**src/rtl/uart_pkg.sv**
```systemverilog
// Shared UART definitions: baud divisors, receiver state encoding and frame width.
package uart_pkg;

    localparam int DATA_BITS = 8;

    localparam logic [15:0] BPS_9600   = 16'd5207;
    localparam logic [15:0] BPS_19200  = 16'd2603;
    localparam logic [15:0] BPS_38400  = 16'd1301;
    localparam logic [15:0] BPS_57600  = 16'd867;
    localparam logic [15:0] BPS_115200 = 16'd433;

    localparam logic [1:0] ST_IDLE  = 2'd0;
    localparam logic [1:0] ST_START = 2'd1;
    localparam logic [1:0] ST_DATA  = 2'd2;
    localparam logic [1:0] ST_STOP  = 2'd3;

    typedef enum logic [1:0] {
        IDLE  = ST_IDLE,
        START = ST_START,
        DATA  = ST_DATA,
        STOP  = ST_STOP
    } rx_state_t;

endpackage

```
**src/rtl/uart_baud_sel.sv**
```systemverilog
// baud_set to divisor lookup; the transmitter uses the same table so both ends agree.
module uart_baud_sel
    import uart_pkg::*;
(
    input  logic [2:0]  baud_set,
    output logic [15:0] bps_dr
);

    always_comb begin
        case (baud_set)
            3'd0:    bps_dr = BPS_9600;
            3'd1:    bps_dr = BPS_19200;
            3'd2:    bps_dr = BPS_38400;
            3'd3:    bps_dr = BPS_57600;
            3'd4:    bps_dr = BPS_115200;
            default: bps_dr = BPS_9600;
        endcase
    end

endmodule

```
**src/rtl/uart_rx.sv**
```systemverilog
// 8N1 UART receiver with mid-bit sampling and stop-bit framing check.
// Define UART_RX_MAJORITY_EN for 2-of-3 majority sampling (decision one clock later).
module uart_rx
    import uart_pkg::*;
#(
    parameter int SYNC_STAGES = 2
) (
    input  logic       clk,
    input  logic       reset,
    input  logic [2:0] baud_set,
    input  logic       rxd,
    output logic [7:0] rx_data,
    output logic       rx_done,
    output logic       frame_err,
    output logic       rx_busy
);

    logic [SYNC_STAGES-1:0] sync_q;
    logic                   rxd_s, rxd_d1, fall;
    logic [15:0]            bps_sel, bps_q, bps_nxt, target;
    logic [15:0]            cnt_q, cnt_nxt;
    logic [2:0]             idx_q, idx_nxt;
    logic [DATA_BITS-1:0]   shift_q, shift_nxt, data_q, data_nxt;
    logic                   done_q, done_nxt, ferr_q, ferr_nxt;
    logic                   hit, decide, smp;
    rx_state_t              state_q, state_nxt;

    uart_baud_sel u_baud_sel (
        .baud_set (baud_set),
        .bps_dr   (bps_sel)
    );

    assign rxd_s = sync_q[SYNC_STAGES-1];
    assign fall  = rxd_d1 & ~rxd_s;

    // the counter wraps at the sample point in every mode; only the decision may lag
    assign target = (state_q == START) ? (bps_q >> 1) : bps_q;
    assign hit    = (state_q != IDLE) && (cnt_q == target);

`ifdef UART_RX_MAJORITY_EN
    logic rxd_d2, hit_q;
    assign decide = hit_q;
    assign smp    = (rxd_s & rxd_d1) | (rxd_s & rxd_d2) | (rxd_d1 & rxd_d2);

    always_ff @(posedge clk or negedge reset) begin
        if (!reset) begin
            rxd_d2 <= 1'b1;
            hit_q  <= 1'b0;
        end else begin
            rxd_d2 <= rxd_d1;
            hit_q  <= hit;
        end
    end
`else
    assign decide = hit;
    assign smp    = rxd_s;
`endif

    always_ff @(posedge clk or negedge reset) begin
        if (!reset) begin
            sync_q  <= '1;
            rxd_d1  <= 1'b1;
            state_q <= IDLE;
            cnt_q   <= '0;
            idx_q   <= '0;
            shift_q <= '0;
            bps_q   <= BPS_9600;
            data_q  <= '0;
            done_q  <= 1'b0;
            ferr_q  <= 1'b0;
        end else begin
            sync_q  <= {sync_q[SYNC_STAGES-2:0], rxd};
            rxd_d1  <= rxd_s;
            state_q <= state_nxt;
            cnt_q   <= cnt_nxt;
            idx_q   <= idx_nxt;
            shift_q <= shift_nxt;
            bps_q   <= bps_nxt;
            data_q  <= data_nxt;
            done_q  <= done_nxt;
            ferr_q  <= ferr_nxt;
        end
    end

    always_comb begin
        state_nxt = state_q;
        cnt_nxt   = cnt_q;
        idx_nxt   = idx_q;
        shift_nxt = shift_q;
        bps_nxt   = bps_q;
        data_nxt  = data_q;
        done_nxt  = 1'b0;
        ferr_nxt  = 1'b0;

        if (state_q != IDLE)
            cnt_nxt = hit ? 16'd0 : cnt_q + 16'd1;

        case (state_q)
            IDLE: begin
                cnt_nxt = '0;
                if (fall) begin
                    state_nxt = START;
                    bps_nxt   = bps_sel;
                end
            end
            START: begin
                if (decide) begin
                    if (smp) begin
                        state_nxt = IDLE;
                        cnt_nxt   = '0;
                    end else begin
                        state_nxt = DATA;
                        idx_nxt   = '0;
                    end
                end
            end
            DATA: begin
                if (decide) begin
                    shift_nxt = {smp, shift_q[DATA_BITS-1:1]};
                    idx_nxt   = idx_q + 3'd1;
                    if (idx_q == 3'(DATA_BITS - 1))
                        state_nxt = STOP;
                end
            end
            STOP: begin
                if (decide) begin
                    state_nxt = IDLE;
                    cnt_nxt   = '0;
                    if (smp) begin
                        data_nxt = shift_q;
                        done_nxt = 1'b1;
                    end else begin
                        ferr_nxt = 1'b1;
                    end
                end
            end
            default: begin
                state_nxt = IDLE;
                cnt_nxt   = '0;
            end
        endcase
    end

    assign rx_data   = data_q;
    assign rx_done   = done_q;
    assign frame_err = ferr_q;
    assign rx_busy   = (state_q != IDLE);

endmodule

```
**config.mk**
```make
export PLATFORM = sky130hd
export DESIGN_NAME = uart_rx
export DESIGN_NICKNAME = d
export VERILOG_FILES = /design/src/rtl/uart_pkg.sv /design/src/rtl/uart_baud_sel.sv /design/src/rtl/uart_rx.sv
export SDC_FILE = /design/constraint.sdc
export NUM_CORES = 1
export LEC_CHECK = 0
export ABC_AREA = 1
export CORE_ASPECT_RATIO = 0.9
export CORE_MARGIN = 2
export CORE_UTILIZATION = 49
export DETAILED_ROUTE_END_ITERATION = 12
export GPL_ROUTABILITY_DRIVEN = 0
export PLACE_DENSITY_LB_ADDON = 0.15
export SLEW_MARGIN = 10
export SYNTH_ARGS = -nofsm -noshare
export SYNTH_HDL_FRONTEND = slang
export SYNTH_SLANG_ARGS = --single-unit
```
**constraint.sdc**
```tcl
create_clock -name clk -period 3.5 [get_ports clk]
set_input_delay 0.525 -clock clk [delete_from_list [all_inputs] [get_ports clk]]
set_output_delay 0.525 -clock clk [all_outputs]
set_load 0.01 [all_outputs]
```
==> results of run 1 <==
[flip-flops by register name (all words and copies together), names as in the netlist, named ones only]
signal / flops
sync_q: 2
idx_q: 3
cnt_q: 16
rx_data: 8
frame_err: 1
rxd_d1: 1
shift_q: 8
state_q: 1
rx_done: 1
bps_q: 10
[metal layers]
| layer | part of all wire, % | wire (um) | vias up |
|---|---|---|---|
| met4 | 0.76 | 40 | 0 |
| met5 | 0 | 0 | - |
| li1 | - | - | 1126 |
| met1 | 54 | 2830 | 953 |
| met3 | 4.1 | 218 | 6 |
| met2 | 41 | 2180 | 32 |
[worst max-delay path, delay by kind of cell, from the launching register on]
kind | cells | cell delay (ns)
flops | 1 | 0.65
simple gates | 1 | 0.15
buf+inv | 2 | 0.78
[area by class of cell]
| type | instances | area (sq um) |
|---|---|---|
| Multi-Input combinational cell | 238 | 1230 |
| Tap cell | 70 | 87.6 |
| Clock inverter | 3 | 27.5 |
| Fill cell | 540 | 2490 |
| Clock buffer | 5 | 68.8 |
| Sequential cell | 52 | 1310 |
| Inverter | 49 | 186 |
| Timing Repair Buffer | 19 | 198 |
[logic make-up after synthesis]
| kind of cell | after synthesis |
|---|---|
| compound gates | 34 |
| flops | 52 |
| buf+inv | 56 |
| fa+ha+maj | 3 |
| simple gates | 187 |
| xor+xnor | 14 |
[report_power, final]
group / internal, mW / leakage (nW) / total, mW / switching (mW)
clock network: 0.147 / 0.0463 / 0.360 / 0.213
registers: 0.708 / 0.688 / 0.811 / 0.104
logic: 0.274 / 0.818 / 0.786 / 0.512
[stage by stage]
step / power, mW / cell area, sq um / setup WS, ns / std cells
floorplan: 1.44 / 2790 / 1.71 / 346
global placement: 1.59 / 2990 / 1.25 / 427
detailed placement: 1.60 / 2990 / 1.20 / 427
CTS: 1.96 / 3080 / 1.11 / 435
global route: 2.12 / 3110 / 0.904 / 436
finish: 1.96 / 3110 / 1.07 / 436
[final timing paths]
kind	from	to	slack (ns)	depth (start not counted)
worst max-delay path	state_q[0]	rx_busy	1.07	3
worst min-delay path	reset	rx_data[3]	0.21	1
worst max register to register	state_q[0]	rx_data[0]	1.17	11
worst min register to register	sync_q[0]	sync_q[1]	0.36	0
max in group asynchronous	reset	bps_q[10]	2.54	3
min in group clk	sync_q[0]	sync_q[1]	0.36	0
[cells in the final DEF, fill, tap and decap left out, drive strengths merged, types with 3 or more instances in the layout]
master	count
buf	4
clkbuf	5
clkdlybuf4s50	15
dfrtp	44
dfstp	8
ha	3
inv	50
nand2	97
nand3	32
nand4	5
nor2	40
nor3	8
o21ai	27
xnor2	3
xor2	11
==> reports/summary.txt, run 1 <==
Synth Area in Compound Gates -> 7.85%
DR pass1 iterations -> 5
Worst vdd ir -> 0.352 mV
Nets -> 374
# rows -> 26
Synth Cell Area -> 2790 sq um
Adder-Cell Fraction of Synth Area -> 1.35%
Post-detail-place hpwl -> 4070 um
Worst Tran Pin Value -> 0.594 ns
H-Tree Depth -> 2
Post-cts resize count -> 0
Mapped Cells -> 346
Crit path arrival time -> 1.90 ns
Sequential element share of the synthesized area -> 47.0%
Fin crit period -> 2.43 ns
Area of the core -> 5600 sq um
DRT iter0 DRCs -> 105
Post-Synth Simple-Gate Area -> 30.5%
Die H -> 75.6 um
Met2 Usage GRT -> 28.9%
Final setup viols -> 0
Met1 Use GR -> 26.2%
First-pass GRT wire length -> 9070 um
Req. time, crit path -> 2.97 ns
Maxcap violations -> 0
Antenna violations before repair -> 0
Final core occ -> 55.6%
Crit path max-delay cell type -> dfrtp_1
Netlist cell types -> 32
Hold Slack -> 0.207 ns
Total gr overflow -> 0
Worst path max stage delay -> 0.65 ns
Largest net degree at the start of global routing -> 50
Reg clk slew, reported paths -> 0.11 ns
Startpoint Class -> flip-flop
Final hold vios -> 0
Setup TNS -> 0 ns
Layout cells sized above 1 -> 12.8%
Synth warn -> 0
Cell Pwr Density -> 630 nW/um^2
Final period util -> 69.4%
Initial Utilization -> 49.8%
Post-synthesis mux area share -> 0%
Status -> complete, no violations
Global Route met3 Usage -> 3.68%
Crit path capture type -> primary output
Full die area -> 6310 sq um
RSZ-0062 raised after global routing -> no
Xor and xnor fraction of the mapped netlist area -> 4.40%
# clock sinks -> 52
Die Wd -> 83.5 um
Crit Path Max Fanout -> 14
Vias -> 2117
DR vias/cell -> 4.86
Worst-Skew Late Latency -> 0.31 ns
IO Port Bufs -> 16
Area added between synthesis and finish -> 11.5%
Area share of the largest cell type after synthesis -> 39.5%
WS Path Type -> reg -> out
Post-CTS setup buffers -> 0
Most used DFF post-synth -> dfrtp_1
CTS tree -> yes
Count leader, synth -> nand2_1
Clk root buf -> clkbuf_8
Routed WL -> 5270 um
Syn Area/Cell -> 8.06 sq um
Most used routing layer -> met2
Final Skew -> 0.0177 ns
Vias in the first global route -> 1960
Synth top area cells -> dfrtp_1 (39%), nand2_1 (12%), dfstp_2 (7.5%)
Number of diodes -> 0
Total track usage -> 18.1%
Synth Register Bits -> 52
I/O pin cnt -> 17
Hold buffer count at CTS -> 0
Post-synth EDFFs -> 0
Leakage -> 1.55 nW
Num CTS Buffers -> 5
Hold crit path type -> in -> async
Commonest cells post-synth -> nand2_1 (87), inv_1 (48), dfrtp_1 (44)
Residual DRC -> 0
WL/cell -> 12.1 um
Clk buf depth -> 2
Rel. slew slack -> 60.4%
Syn_nets -> 355
Post-route ant nets -> 0
Main combinational cell family by area after synthesis -> simple AND/OR/NAND/NOR gates
Post-synth ARST share -> 100%
Max Freq -> 0.412 GHz
Final Max Tran Viols -> 0
Critical Path, Cell by Cell -> nor2_1, inv_1, clkdlybuf4s50_1
Dominant cell type by area after synthesis -> dfrtp_1
Note: power is estimated with default switching activity, not from simulation.
==> inputs of run 2 (changes only) <==
Clock period 3.5 ns to 2.36 ns, I/O delays scaled along.
==> run 2 against run 1 <==
  * Via count rose by 1.6%
  * Global-route usage grew 0.30 points
  * Sequential share of layout area rose by 0.091 points
  * Worst hold slack got worse by 0.16 ns
  * Clock-buffer cell count did not move
  * Critical path depth unchanged
  * Design area shrank 0.12%
  * First-iteration DRC count grew 54%
==> reports/summary.txt, run 2 (synthesized netlist as in run 1, its figures left out) <==
Routed WL -> 5340 um
H-Tree Depth -> 2
Most frequent cells in the layout -> nand2_1 (87), inv_1 (48), dfrtp_1 (43), nor2_1 (37), nand3_1 (29)
WL/cell -> 12.2 um
Worst path max stage delay -> 0.51 ns
Startpoint Class -> flip-flop
# rows -> 26
Largest net degree at the start of global routing -> 29
Leakage -> 1.55 nW
Hold buffer count at CTS -> 0
Worst vdd ir -> 0.560 mV
IO Port Bufs -> 16
WP buf/inv -> 2
Final core occ -> 55.5%
RSZ-0062 raised after global routing -> no
Reg2reg end -> cnt_q[7]
Rel. slew slack -> 60.0%
Dpl cells -> 429
WS Path Type -> reg -> out
Final hold vios -> 0
Total track usage -> 18.4%
Total power -> 2.90 mW
Clk buf depth -> 2
Max Freq -> 0.478 GHz
First-pass GRT wire length -> 9140 um
Maxcap violations -> 0
Req. time, crit path -> 2.01 ns
CP delay by family, top -> buffers and inverters
Status -> complete, no violations
DR pass1 iterations -> 4
# clock sinks -> 52
Die H -> 75.6 um
Worst-Skew Late Latency -> 0.30 ns
Vias in the first global route -> 1965
Vias -> 2150
Critical Path, Cell by Cell -> nor2_1, inv_1, clkdlybuf4s50_1
Crit path max-delay cell type -> dfrtp_2
Full die area -> 6310 sq um
Number of diodes -> 0
Reg clk slew, reported paths -> 0.10 ns
DRT iter0 DRCs -> 162
Crit path capture type -> primary output
Num CTS Buffers -> 5
Total gr overflow -> 0
Initial Utilization -> 49.8%
Fin crit period -> 2.09 ns
Worst Tran Pin Value -> 0.599 ns
Residual DRC -> 0
Max reg flops -> 16
Post-detail-place hpwl -> 4140 um
I/O pin cnt -> 17
Area added between synthesis and finish -> 11.4%
Post-CTS setup buffers -> 0
Layout cells sized above 1 -> 13.4%
Crit Path Max Fanout -> 14
CTS tree -> yes
Antenna violations before repair -> 0
R2r setup slk -> 0.36 ns
Post-Layout Cell Count -> 437
Final Skew -> 0.00640 ns
Final period util -> 88.7%
R2r startpoint -> state_q[0]
DR vias/cell -> 4.92
Post-route ant nets -> 0
Setup TNS -> 0 ns
Area of the core -> 5600 sq um
Regs by FF count -> cnt_q x16, bps_q x10
Crit path arrival time -> 1.74 ns
Hold crit path type -> in -> async
Nets -> 375
R2R depth -> 12
Clk root buf -> clkbuf_8
Most common cell after layout, fill and taps aside -> nand2_1
Final Max Tran Viols -> 0
Most flop-heavy register -> cnt_q
Die Wd -> 83.5 um
Cell Pwr Density -> 934 nW/um^2
Final setup viols -> 0
[run 2: cell types whose count changed in the layout (fill, tap and decap cells not counted), sizes merged]
cell	change
clkinv	+1
clkinvlp	-1
buf	+1
[run 2: final cells by class]
class | count | area, sq um
repair buffers | 20 | 198
fillers | 538 | 2490
inverters | 49 | 186
clock inverters | 3 | 22.5
flip-flops and latches | 52 | 1310
well taps | 70 | 87.6
multi-input cells | 238 | 1230
clock buffers | 5 | 68.8
[run 2: layer usage]
| layer | GRT usage (%) | part of all wire, % |
|---|---|---|
| met5 | 0 | 0 |
| met4 | 6.09 | 1.0 |
| met3 | 2.93 | 4.8 |
| met2 | 26.1 | 39 |
| met1 | 28.8 | 55 |
[run 2: worst max-delay path by stage]
stage	from	endpoint	slack [ns]	cells past startpoint
2_1_floorplan	flip-flop	rx_data[7]	0.57	12
3_3_place_gp	state_q[0]	cnt_q[7]	0.27	12
3_5_place_dp	state_q[0]	cnt_q[6]	0.25	12
4_1_cts	state_q[0]	rx_busy	0.15	3
5_1_grt	state_q[0]	cnt_q[12]	0.12	12
6_report	state_q[0]	rx_busy	0.27	3
[run 2: repair_timing]
item,in CTS,in global routing
gates resized for setup,0,1
endpoints found under the hold margin,0,0
endpoints found under the setup margin,0,16
[run 2: per-stage QoR]
step | instance area, sq um | hold slack, ns | setup WS, ns
final | 3110 | 0.0441 | 0.266
after global routing | 3110 | 0.0887 | 0.125
after CTS | 3100 | 0.0629 | 0.151
after detailed placement | 3010 | 0.347 | 0.247
after global placement | 3010 | 0.347 | 0.274
after floorplan | 2790 | 0.0584 | 0.573
[run 2: report_power, final]
part | switching, mW | total, mW | internal [mW]
Sequential | 0.148 | 1.20 | 1.05
Clock | 0.306 | 0.520 | 0.213
Combinational | 0.763 | 1.18 | 0.418
Total | 1.22 | 2.90 | 1.68
==> variant 1, RTL diff (settings of run 2) <==
Remove the register `done_q`: a continuous assignment takes its place, so the output `rx_done` follows one clock earlier.
--- a/src/rtl/uart_rx.sv
+++ b/src/rtl/uart_rx.sv
@@ -67,5 +67,4 @@
             bps_q   <= BPS_9600;
             data_q  <= '0;
-            done_q  <= 1'b0;
             ferr_q  <= 1'b0;
         end else begin
@@ -78,8 +77,9 @@
             bps_q   <= bps_nxt;
             data_q  <= data_nxt;
-            done_q  <= done_nxt;
             ferr_q  <= ferr_nxt;
         end
     end
+
+    assign done_q = done_nxt;
 
     always_comb begin
Function: no difference found for any inputs over 10 cycles, from zero or initial values and one cycle with reset low; that may be too few to reach the edited logic, so the function may still have changed.
==> variant 1 against run 2 <==
  * Worst setup slack got worse by 160 ps
  * Cell area rose by 1.7%
  * Synthesized cell count fell by 0.58%
  * Area after synthesis fell by 2.1%
  * Global-route usage rose by 2.1 points
  * Highest routed layer unchanged
  * Wire length rose by 4.6%
  * Sequential cell count fell by 1
  * Power rose by 5.1%
  * Largest power group is now combinational logic
==> variant 1: results (changes against run 2) <==
[outcome]
outcome = finished clean  ; unchanged

[critical_path]
worst_ep_arrival_time_ps = 1900  ; was 1740 ps
cp_max_fo = 5  ; was 14
reg2reg_slack_ps = 340  ; was 360 ps

[logic_synthesis]
synth_area_leaders = dfrtp_1 (39%), nand2_1 (13%), dfstp_2 (7.7%), inv_1 (6.6%), nand3_1 (5.7%)  ; was dfrtp_1 (39%), nand2_1 (12%), dfstp_2 (7.5%), inv_1 (6.5%), nand3_1 (5.2%)
syn_avg_cell_area_um2 = 7.93  ; was 8.06 um2
syn_nets = 353  ; was 355
ys_top_cells_by_count = nand2_1 (91), inv_1 (48), dfrtp_1 (43)  ; was nand2_1 (87), inv_1 (48), dfrtp_1 (44)
synth-seq-area-share = 0.471  ; was 0.470

[route]
vias = 2228  ; was 2150
drt_iter0_drc = 157  ; was 162

[placement]
dp_hpwl_mm = 4.15  ; was 4.14 mm
postPlaceCellArea_mm2 = 0.00300  ; was 0.00301 mm2
pre_cts_ws_ps = -40.7  ; was 247 ps

[timing]
slew_headroom = 0.692  ; was 0.600
whs_ps = 0.948  ; was 44.1 ps
finClkSkew_ps = 11.4  ; was 6.40 ps

[final_layout]
drive_gt1_frac = 0.158  ; was 0.134
multi_input_area_mm2 = 0.00125  ; was 0.00123 mm2
final_nets = 381  ; was 375
fill_cells = 479  ; was 538

[grt]
grt_max_degree = 52  ; was 29
grt_pass1_vias = 1996  ; was 1965

[power_and_ir_drop]
irDropWorstVdd_uv = 523  ; was 560 uV
switchingPower_mw = 1.29  ; was 1.22 mW
power_leakage_nw = 1.57  ; was 1.55 nW

variant 1: layout make-up:
cell class                      count  share of cell area
Clock inverter                      3             0.00872
Timing Repair Buffer               28              0.0812
Clock buffer                        5              0.0218
Inverter                           49              0.0590
Sequential cell                    51               0.408
Tap cell                           67              0.0265
Multi-Input combinational cell    237               0.395
variant 1: logic make-up after synthesis:
logic type,after synthesis,synth area share
xor+xnor,14,0.0449
flops,51,0.471
compound gates,36,0.0839
fa+ha+maj,3,0.0138
buf+inv,56,0.0894
simple gates,184,0.297
variant 1: how the worst max path moves through the flow:
stage	to	start	slack (ps)	depth (start not counted)
floorplan	rx_done	flop	340	13
global placement	rx_done	state_q[0]	-20	11
detailed placement	rx_done	state_q[0]	-40	10
CTS	rx_done	state_q[0]	80	11
global route	rx_done	flop	-20	9
finish	rx_done	flop	100	9
variant 1: per-layer routing:
layer,global-route usage,up-vias,share of wire
li1,-,1145,-
met1,0.313,1011,0.50
met2,0.285,63,0.42
met3,0.0372,9,0.055
met4,0.0856,0,0.022
met5,0,-,0
variant 1: power by group through the flow:
| stage | clock (mW) | combinational [mW] | sequential, mW |
|---|---|---|---|
| final | 0.535 | 1.34 | 1.17 |
| after CTS | 0.552 | 1.26 | 1.16 |
| after floorplan | 0 | 0.934 | 1.14 |
| after global routing | 0.584 | 1.52 | 1.19 |
| after detailed placement | 0 | 1.21 | 1.17 |
| after global placement | 0 | 1.21 | 1.17 |
variant 1: repair_timing:
item,in CTS,in global routing
endpoints found under the setup margin,1,1
setup buffers,1,1
resized for setup,9,12
pin swaps,2,6
hold buffers,0,0
variant 1: worst max-delay path, stage by stage (launching register included):
cell and delay (ps):
dfrtp_1 420, inv_4 110, buf_4 150, nand3_1 80
nand3_1 140, nand3_1 110, nor3_2 260, nand3_2 140
inv_2 60, buf_2 120
==> variant 2, RTL diff (flow settings as in run 2) <==
Without the edit above. Add a define of `UART_RX_MAJORITY_EN`.
--- a/src/rtl/uart_rx.sv
+++ b/src/rtl/uart_rx.sv
@@ -1,4 +1,6 @@
 // 8N1 UART receiver with mid-bit sampling and stop-bit framing check.
 // Define UART_RX_MAJORITY_EN for 2-of-3 majority sampling (decision one clock later).
+`define UART_RX_MAJORITY_EN
+
 module uart_rx
     import uart_pkg::*;
Formal check against the unedited RTL: no difference found for any inputs over 10 cycles, from zero or initial values and one cycle with reset low; that may be too few to reach the edited logic, so the function may still have changed.
==> variant 2 against run 2 <==
  * Synthesized cell count fell by 0.58%
  * Sequential share of layout area up 1.0 points
  * Worst setup slack better by 73 ps
  * Cell area is 1.4% higher
  * Area after synthesis is 0.94% higher
  * Wire length grew 4.6%
  * Sequential cell count rose by 2
  * Count of clock-buffer cells in the layout unchanged
  * Non-clock buffer count grew 2
  * Critical path type unchanged
  * Core utilization rose by 0.46 points
Power is not compared: it rests on default switching activity, and its combinational part moved more than twofold at a synthesized area within 25%.
==> variant 2: results (changes against run 2) <==
[outcome]
outcome = finished clean  ; unchanged

[logic_synthesis]
synthAdderAreaFrac = 0.0133  ; was 0.0135
synth_edf_count = 0  ; unchanged
syn_nets = 353  ; was 355
synth_cell_types = 33  ; was 32
synth_area_leaders = dfrtp_1 (40%), nand2_1 (12%), dfstp_2 (8.4%), nand3_1 (6.4%), inv_1 (6.0%)  ; was dfrtp_1 (39%), nand2_1 (12%), dfstp_2 (7.5%), inv_1 (6.5%), nand3_1 (5.2%)
async_reset_ff_frac = 1.00  ; unchanged
synth_compound_area_frac = 0.0827  ; was 0.0785
synth-seq-area-share = 0.484  ; was 0.470
synthMuxAreaShare = 0  ; unchanged
ys_top_cells_by_count = nand2_1 (88), dfrtp_1 (45), inv_1 (45)  ; was nand2_1 (87), inv_1 (48), dfrtp_1 (44)
yosys_warnings = 0  ; unchanged
syn_inst = 344  ; was 346
synth_xor_area_frac = 0.0187  ; was 0.0440

[critical_path]
worst_ep_arrival_time_ps = 1670  ; was 1740 ps
cp_max_fo = 15  ; was 14
reg2reg_slack_ps = 430  ; was 360 ps

[final_layout]
drive_gt1_frac = 0.147  ; was 0.134
n_antenna_cell = 0  ; unchanged
top_regs = cnt_q (16), bps_q (10)  ; unchanged
final_nets = 375  ; unchanged
finalNonFillerCells = 437  ; unchanged
fill_cells = 534  ; was 538

[placement]
dp_hpwl_mm = 4.29  ; was 4.14 mm
io_buffers = 16  ; unchanged
dp_cells = 429  ; unchanged
postPlaceCellArea_mm2 = 0.00304  ; was 0.00301 mm2

[grt]
grt_max_degree = 26  ; was 29
grt_pass1_wl_mm = 9.76  ; was 9.14 mm
gr-usage-all-layers = 0.197  ; was 0.184
antenna_found_initial = 0  ; unchanged
grt_pass1_vias = 2110  ; was 1965

[timing]
finClkSkew_ps = 7.14  ; was 6.40 ps
slew_headroom = 0.639  ; was 0.600
whs_ps = 17.2  ; was 44.1 ps

[cts]
post_cts_buffers = 0  ; unchanged
cts_resized = 0  ; unchanged
cts_buffers = 5  ; unchanged
h-tree-depth = 2  ; unchanged
clk_pin_slew_ps = 90
cts-root-buf = clkbuf_8  ; unchanged
clock_path_buffers = 2  ; unchanged
clk_latency_ps = 310

[route]
wl_mm = 5.59  ; was 5.34 mm
via_per_inst = 5.15  ; was 4.92
drtPass1Iterations = 4  ; unchanged
drc = 0  ; unchanged
drt_iter0_drc = 189  ; was 162

[worst_hold_path]
hold_class = primary input to async pin  ; unchanged

[power_and_ir_drop]
power_leakage_nw = 1.50
irDropWorstVdd_uv = 349

## variant 2: changes by cell type in the layout (fill, tap and decap cells not counted), sizes merged, moves of 2 or more
cell   change
nand3      +6
buf        +2
nor2       -2
a21oi      +8
and3       -2
xor2       -5
xnor2      -3
nand2      -3
## variant 2: per-stage QoR
stage / utilization / setup WS [ps]
2_1_floorplan: - / 749
3_3_place_gp: 0.540 / 514
3_5_place_dp: 0.540 / 460
4_1_cts: 0.560 / 327
5_1_grt: 0.560 / 136
6_report: 0.560 / 339
## variant 2: logic make-up after synthesis
| group | count (synthesis) |
|---|---|
| adder cells (fa/ha/maj) | 3 |
| buffers and inverters | 55 |
| XOR/XNOR | 6 |
| flip-flops | 54 |
| AO/OA/AOI/OAI | 43 |
| AND/OR/NAND/NOR | 183 |
## variant 2: area by class of cell
type / instances / share of cell area
Clock buffer: 5 / 0.0219
Clock inverter: 3 / 0.0139
Inverter: 48 / 0.0580
Multi-Input combinational cell: 235 / 0.382
Sequential cell: 54 / 0.433
Tap cell: 70 / 0.0278
Timing Repair Buffer: 22 / 0.0636
## variant 2: where the power goes
group | total (mW) | switching [mW] | internal (mW)
logic | 0.468 | 0.285 | 0.182
clock network | 0.620 | 0.302 | 0.318
registers | 1.12 | 0.100 | 1.02
total | 2.21 | 0.687 | 1.52
## variant 2: routing by layer
| layer | track usage | share of wire | wire [um] |
|---|---|---|---|
| met1 | 0.284 | 0.51 | 2840 |
| met4 | 0.0717 | 0.015 | 83 |
| met3 | 0.0347 | 0.038 | 213 |
| met2 | 0.303 | 0.44 | 2450 |
| met5 | 0 | 0 | 0 |
## variant 2: worst paths after layout
path / startpoint / end / cells past startpoint
hold reg to reg: sync_q[0] / sync_q[1] / 0
max in group asynchronous: reset / rxd_d1 / 2
hold / removal: reset / idx_q[1] / 1
setup reg to reg: flop / cnt_q[14] / 12
min in group clk: sync_q[0] / sync_q[1] / 0
setup / recovery: flop / rx_busy / 3
## variant 2: critical path, cell delays in order (launching register included)
cell,delay [ps]
dfrtp_1,440
inv_2,270
nand2_8,130
clkdlybuf4s50_1,510
